==> config.mk <==
export PLATFORM = sky130hd
export DESIGN_NAME = gray_counter
export DESIGN_NICKNAME = d
export VERILOG_FILES = /design/src/rtl/gray_pkg.sv /design/src/rtl/gray_enc.sv /design/src/rtl/gray_counter.sv
export SDC_FILE = /design/constraint.sdc
export NUM_CORES = 1
export LEC_CHECK = 0
export ABC_CLOCK_PERIOD_IN_PS = 1600
export CORE_AREA = 2 2 39 41
export CTS_CLUSTER_SIZE = 25
export DETAILED_ROUTE_END_ITERATION = 12
export DIE_AREA = 0 0 41 43
export PLACE_DENSITY = 0.45
export SLEW_MARGIN = 20
export SYNTH_ARGS = -nofsm -noshare
export SYNTH_HDL_FRONTEND = slang
export SYNTH_SLANG_ARGS = --single-unit
==> constraint.sdc <==
create_clock -name i_clk -period 1.6 [get_ports i_clk]
set_input_delay 0.16 -clock i_clk [delete_from_list [all_inputs] [get_ports i_clk]]
set_output_delay 0.16 -clock i_clk [all_outputs]
set_load 0.05 [all_outputs]
==> src/rtl/gray_pkg.sv <==
// Shared Gray-code helpers for the dual-clock FIFO pointer logic.
// Functions work on a fixed maximum width; callers zero-extend and truncate to their own width.
package gray_pkg;

  localparam int GRAY_MAX_W = 32;

  function automatic logic [GRAY_MAX_W-1:0] bin2gray(input logic [GRAY_MAX_W-1:0] bin);
    return bin ^ (bin >> 1);
  endfunction

  // Prefix XOR from the MSB down recovers the binary value; zero-extended upper bits stay zero.
  function automatic logic [GRAY_MAX_W-1:0] gray2bin(input logic [GRAY_MAX_W-1:0] gray);
    logic [GRAY_MAX_W-1:0] bin;
    bin = gray;
    for (int i = GRAY_MAX_W - 2; i >= 0; i--) begin
      bin[i] = bin[i+1] ^ gray[i];
    end
    return bin;
  endfunction

endpackage

==> src/rtl/gray_enc.sv <==
// Combinational binary-to-Gray encoder of parameterised width.
module gray_enc
  import gray_pkg::*;
#(
  parameter int W = 4
) (
  input  logic [W-1:0] i_bin,
  output logic [W-1:0] o_gray
);

  assign o_gray = W'(bin2gray(GRAY_MAX_W'(i_bin)));

endmodule

==> src/rtl/gray_counter.sv <==
// Gray-coded FIFO pointer: binary count plus registered Gray output, one bit change per step.
// The unused block input (full on the read side, empty on the write side) is tied low by the user.
module gray_counter
  import gray_pkg::*;
#(
  parameter int NUM_BITS = 4
) (
  input  logic                i_clk,
  input  logic                i_rst,
  input  logic                i_inc,
  input  logic                i_full,
  input  logic                i_empty,
  output logic [NUM_BITS-1:0] o_gray
);

  logic                w_en;
  logic [NUM_BITS-1:0] w_binNext;
  logic [NUM_BITS-1:0] w_grayNext;
  logic [NUM_BITS-1:0] r_bin;
  logic [NUM_BITS-1:0] r_gray;

  // Block conditions always win over an increment request.
  assign w_en      = i_inc & ~i_full & ~i_empty;
  assign w_binNext = r_bin + NUM_BITS'(1);

  gray_enc #(
    .W (NUM_BITS)
  ) u_enc (
    .i_bin  (w_binNext),
    .o_gray (w_grayNext)
  );

  // Gray is registered from the next binary value so no input-to-output combinational path exists.
  always_ff @(posedge i_clk or posedge i_rst) begin
    if (i_rst) begin
      r_bin  <= '0;
      r_gray <= '0;
    end else if (w_en) begin
      r_bin  <= w_binNext;
      r_gray <= w_grayNext;
    end
  end

  assign o_gray = r_gray;

endmodule

======== Word-level counts from Yosys, hierarchy flattened ========
Index checks and enable logic that the tools add are counted.
storage, ports and cells
  flip-flop bits (word level) ............. 8
  output and inout port bits .............. 4
  word-level logic and storage cells ...... 8
cells by class
  add/sub/neg operators ................... 1
  bitwise gates (word level) .............. 5
operators with widths
  operator                                                        count
  4-bit by 1-bit adder with 4-bit output (second input constant)  1
  4-bit by 3-bit bitwise XOR with 4-bit output                    1
  1-bit bitwise AND                                               2
  1-bit NOT                                                       2

======== Logic depth before layout (Yosys ltp) ========
  depth after elaboration ................. 3
  gate-level depth with buffers ........... 4
  depth with buffers taken out ............ 4

======== Modules after synthesis ========
From an unflattened synthesis, not the netlist that was laid out.
unflattened totals
  cell total of the unflattened synthesis .. 29
  area total of the unflattened synthesis .. 387.9 um2
by module, submodules not included
  module        times used  cells an instance  area each (um2)  sequential area each (um2)
  gray_counter  1           25                 354.1            200.2
  gray_enc      1           4                  33.8             0.0

======== Least setup slack after synthesis ========
Ideal clock, no wire load.
  path type ............................... register -> register
  start point ............................. register r_bin[0]
  end point ............................... register r_gray[2], in the netlist o_gray[2]
  setup time .............................. 77 ps
  data arrival time ....................... 1293 ps
  required time ........................... 1523 ps
  path slack .............................. 230 ps
  stages on the path, launching flop included .. 5
  path buffers ............................ 0
  period minus slack after synthesis ...... 1370 ps
  cells stage by stage .................... dfrtp_1 -> ha_1 -> xor2_2 -> xor3_1 -> a21oi_1
between the ends
  word-level cells in the longest chain between the ends .. 2
RTL lines
  element                                       line                source
  start: declaration                            gray_counter.sv:19  logic [NUM_BITS-1:0] r_bin;
  start signal: assignment                      gray_counter.sv:39  r_bin <= w_binNext;
  4-bit by 1-bit adder with 4-bit output        gray_counter.sv:24  assign w_binNext = r_bin + NUM_BITS'(1);
  4-bit by 3-bit bitwise XOR with 4-bit output  gray_pkg.sv:8       return bin ^ (bin >> 1);
  end signal: assignment                        gray_counter.sv:40  r_gray <= w_grayNext;
  end: declaration                              gray_counter.sv:20  logic [NUM_BITS-1:0] r_gray;
No other way between the ends.
A chain may end at the register's enable or synchronous reset.

======== Worst setup path in the final report ========
  start point ............................. register r_bin[1]
  end point ............................... register r_gray[2], in the netlist o_gray[2]
The elaborated chain is that of the path after synthesis.

==> metrics.yaml <==
status: "complete, no violations"
clock-sinks: 7
cts_hold_buf: 0
period_share_pct: 87.2
rr_startpoint: "r_bin[1]"
drt-initial-drc-count: 1
synth_area_leader_cell: "dfrtp_1"
maxSlewHeadroom_pct: 81.3
yosysWarnings: 0
reg2reg_slack_ns: 0.21
dp_slack_ns: 0.200
tns_ns: 0
ys.flop_type: "dfrtp_1"
htree_levels: 1
grt_overflow_total: 0
combPwrFrac_pct: 56.2
diodes: 0
tritoncts: "built"
grt_pass1_vias: 268
root_buffer: "clkbuf_4"
rr_worst_depth: 4
drv_slew: 0
die_area_um2: 1760
clock_power_share_pct: 14.3
instances_no_fill: 55
area_delta_synth_final_pct: 35.1
track_usage_pct: 10.6
cp-end-kind: "register"
drc: 0
die_w_um: 41
async_flop_share_pct: 100
via_per_inst: 4.33
power_per_cell_area_nw_per_um2: 2400
r2r_end: "o_gray[2]"
fin_crit_ns: 1.39
worstSetupPathType: "reg2reg"
synth_nets: 32
cp.required_ns: 1.78
worst_ep_arrival_time_ns: 1.57
drtPass1Iterations: 2
total_power_mw: 1.14
ctsLongestPathBuffers: 2
critPathMaxFanout: 4
setup-violations-final: 0
wl_um: 605
p_seq_share_pct: 29.5
setup_ws_ns: 0.205
drv_cap: 0
leakagePower_nw: 0.215
drive_gt1_share_pct: 35.9
io_pins: 9
place_inst: 51
ant_nets: 0
yosysSeqAreaShare_pct: 49.6
power.switching_mw: 0.478
syn_area_per_cell_um2: 13.6
final_nets: 46
finClkSkew_ns: 0.00375
synth-seq-cells: 7
wire_per_inst_um: 11.0
core_um2: 1380
insertion_delay_ns: 0.25
ir_worst_vdd_uv: 699
cts_buffers: 3
yosysTopAreaCellShare_pct: 49.6
internal_power_mw: 0.666
grt_pass1_wl_um: 1140
grt_antenna_before_repair: 0
die_y_um: 43
place_congestion: 0.668
hp-class: "in2async"
ctsResizeCount: 0
crit_path_start_kind: "register"
io_buffers: 8
p_sw_share_pct: 41.8
synth_area_um2: 353
postCtsSetupBuffers: 0
syn_inst: 26
rows: 14
rsz0062_at_grt: "no"
num_vias: 238
cts.clk_slew.worst_paths_ns: 0.05
synth_cell_types: 15
max_freq_mhz: 717
synthTopCellsByCount: "7 x dfrtp_1, 3 x mux2_2, 3 x xnor2_1, 2 x xor2_1"
tightest_slew_ns: 0.280
synth.most_common_cell: "dfrtp_1"
hold_violations: 0
synth_edf_count: 0
start_util_pct: 25.5
synth_area_leaders: "dfrtp_1 50%, mux2_2 9.6%, xnor2_1 7.4%"
grt_max_degree: 9
==> critical path, cell delays in order (launching register included) <==
cell and delay [ns]:
dfrtp_1 0.41, ha_1 0.24, xor2_2 0.17, xor3_1 0.35, a21oi_1 0.15
==> how the worst max path moves through the flow <==
| stage | slack [ns] | cells after the start | start | endpoint |
|---|---|---|---|---|
| 2_1_floorplan | 0.23 | 4 | r_bin[0] | o_gray[2] |
| 3_3_place_gp | 0.21 | 4 | r_bin[1] | o_gray[2] |
| 3_5_place_dp | 0.20 | 4 | i_inc | o_gray[1] |
| 4_1_cts | 0.19 | 4 | r_bin[1] | o_gray[2] |
| 5_1_grt | 0.12 | 4 | r_bin[1] | o_gray[2] |
| 6_report | 0.21 | 4 | r_bin[1] | o_gray[2] |
==> state kept, by name (all words and copies together), names as in the netlist <==
register and cells:
r_bin 4, o_gray 3
==> cells in the final DEF, fill, tap and decap left out, drive strengths merged <==
| cell | netlist | routed |
|---|---|---|
| nand4 | 1 | 1 |
| xor2 | 3 | 3 |
| ha | 1 | 1 |
| nand2 | 1 | 1 |
| mux2 | 3 | 3 |
| clkdlybuf4s50 | 0 | 4 |
| buf | 1 | 6 |
| a21oi | 1 | 1 |
| nand3 | 1 | 1 |
| inv | 1 | 1 |
| nor3b | 1 | 1 |
| dfrtp | 7 | 7 |
| xnor2 | 3 | 3 |
| clkbuf | 0 | 4 |
| nor2 | 1 | 1 |
| xor3 | 1 | 1 |
==> kinds of logic after synthesis <==
group | count (synthesis) | share of synthesized area [%]
AO/OA/AOI/OAI | 1 | 1.42
XOR/XNOR | 7 | 23.8
adder cells (fa/ha/maj) | 1 | 3.55
buffers and inverters | 2 | 3.19
flip-flops | 7 | 49.6
multiplexers | 3 | 9.57
AND/OR/NAND/NOR | 5 | 8.86
==> per-layer routing <==
layer  track usage, %  vias up  part of all wire (%)
met3             6.81        0                   5.5
met1             12.0      117                    41
met4             8.00        0                     0
met5                0        -                     0
met2             13.8        6                    53
li1                 -      115                     -
==> stage by stage <==
| stage | hold WS [ns] | utilization (%) | area (um^2) |
|---|---|---|---|
| finish | 0.141 | 34.4 | 477 |
| global route | 0.170 | 34.4 | 477 |
| CTS | 0.146 | 34.4 | 477 |
| detailed placement | 0.425 | 32.5 | 450 |
| global placement | 0.413 | 32.5 | 450 |
| floorplan | -0.0366 | - | 353 |
==> power groups by stage <==
stage	Combinational, mW	Sequential (mW)	Clock (mW)
5_1_grt	0.711	0.355	0.184
3_3_place_gp	0.656	0.335	0
3_5_place_dp	0.654	0.342	0
2_1_floorplan	0.363	0.476	0
4_1_cts	0.660	0.341	0.173
6_report	0.643	0.338	0.163
==> final cells by class <==
type                    count  area [um^2]
well taps                  16         20.0
repair buffers             10         85.1
inverters                   1         3.75
flip-flops and latches      7          175
clock buffers               4         26.3
fillers                   149          907
multi-input cells          17          166
(Power assumes the default switching activity.)
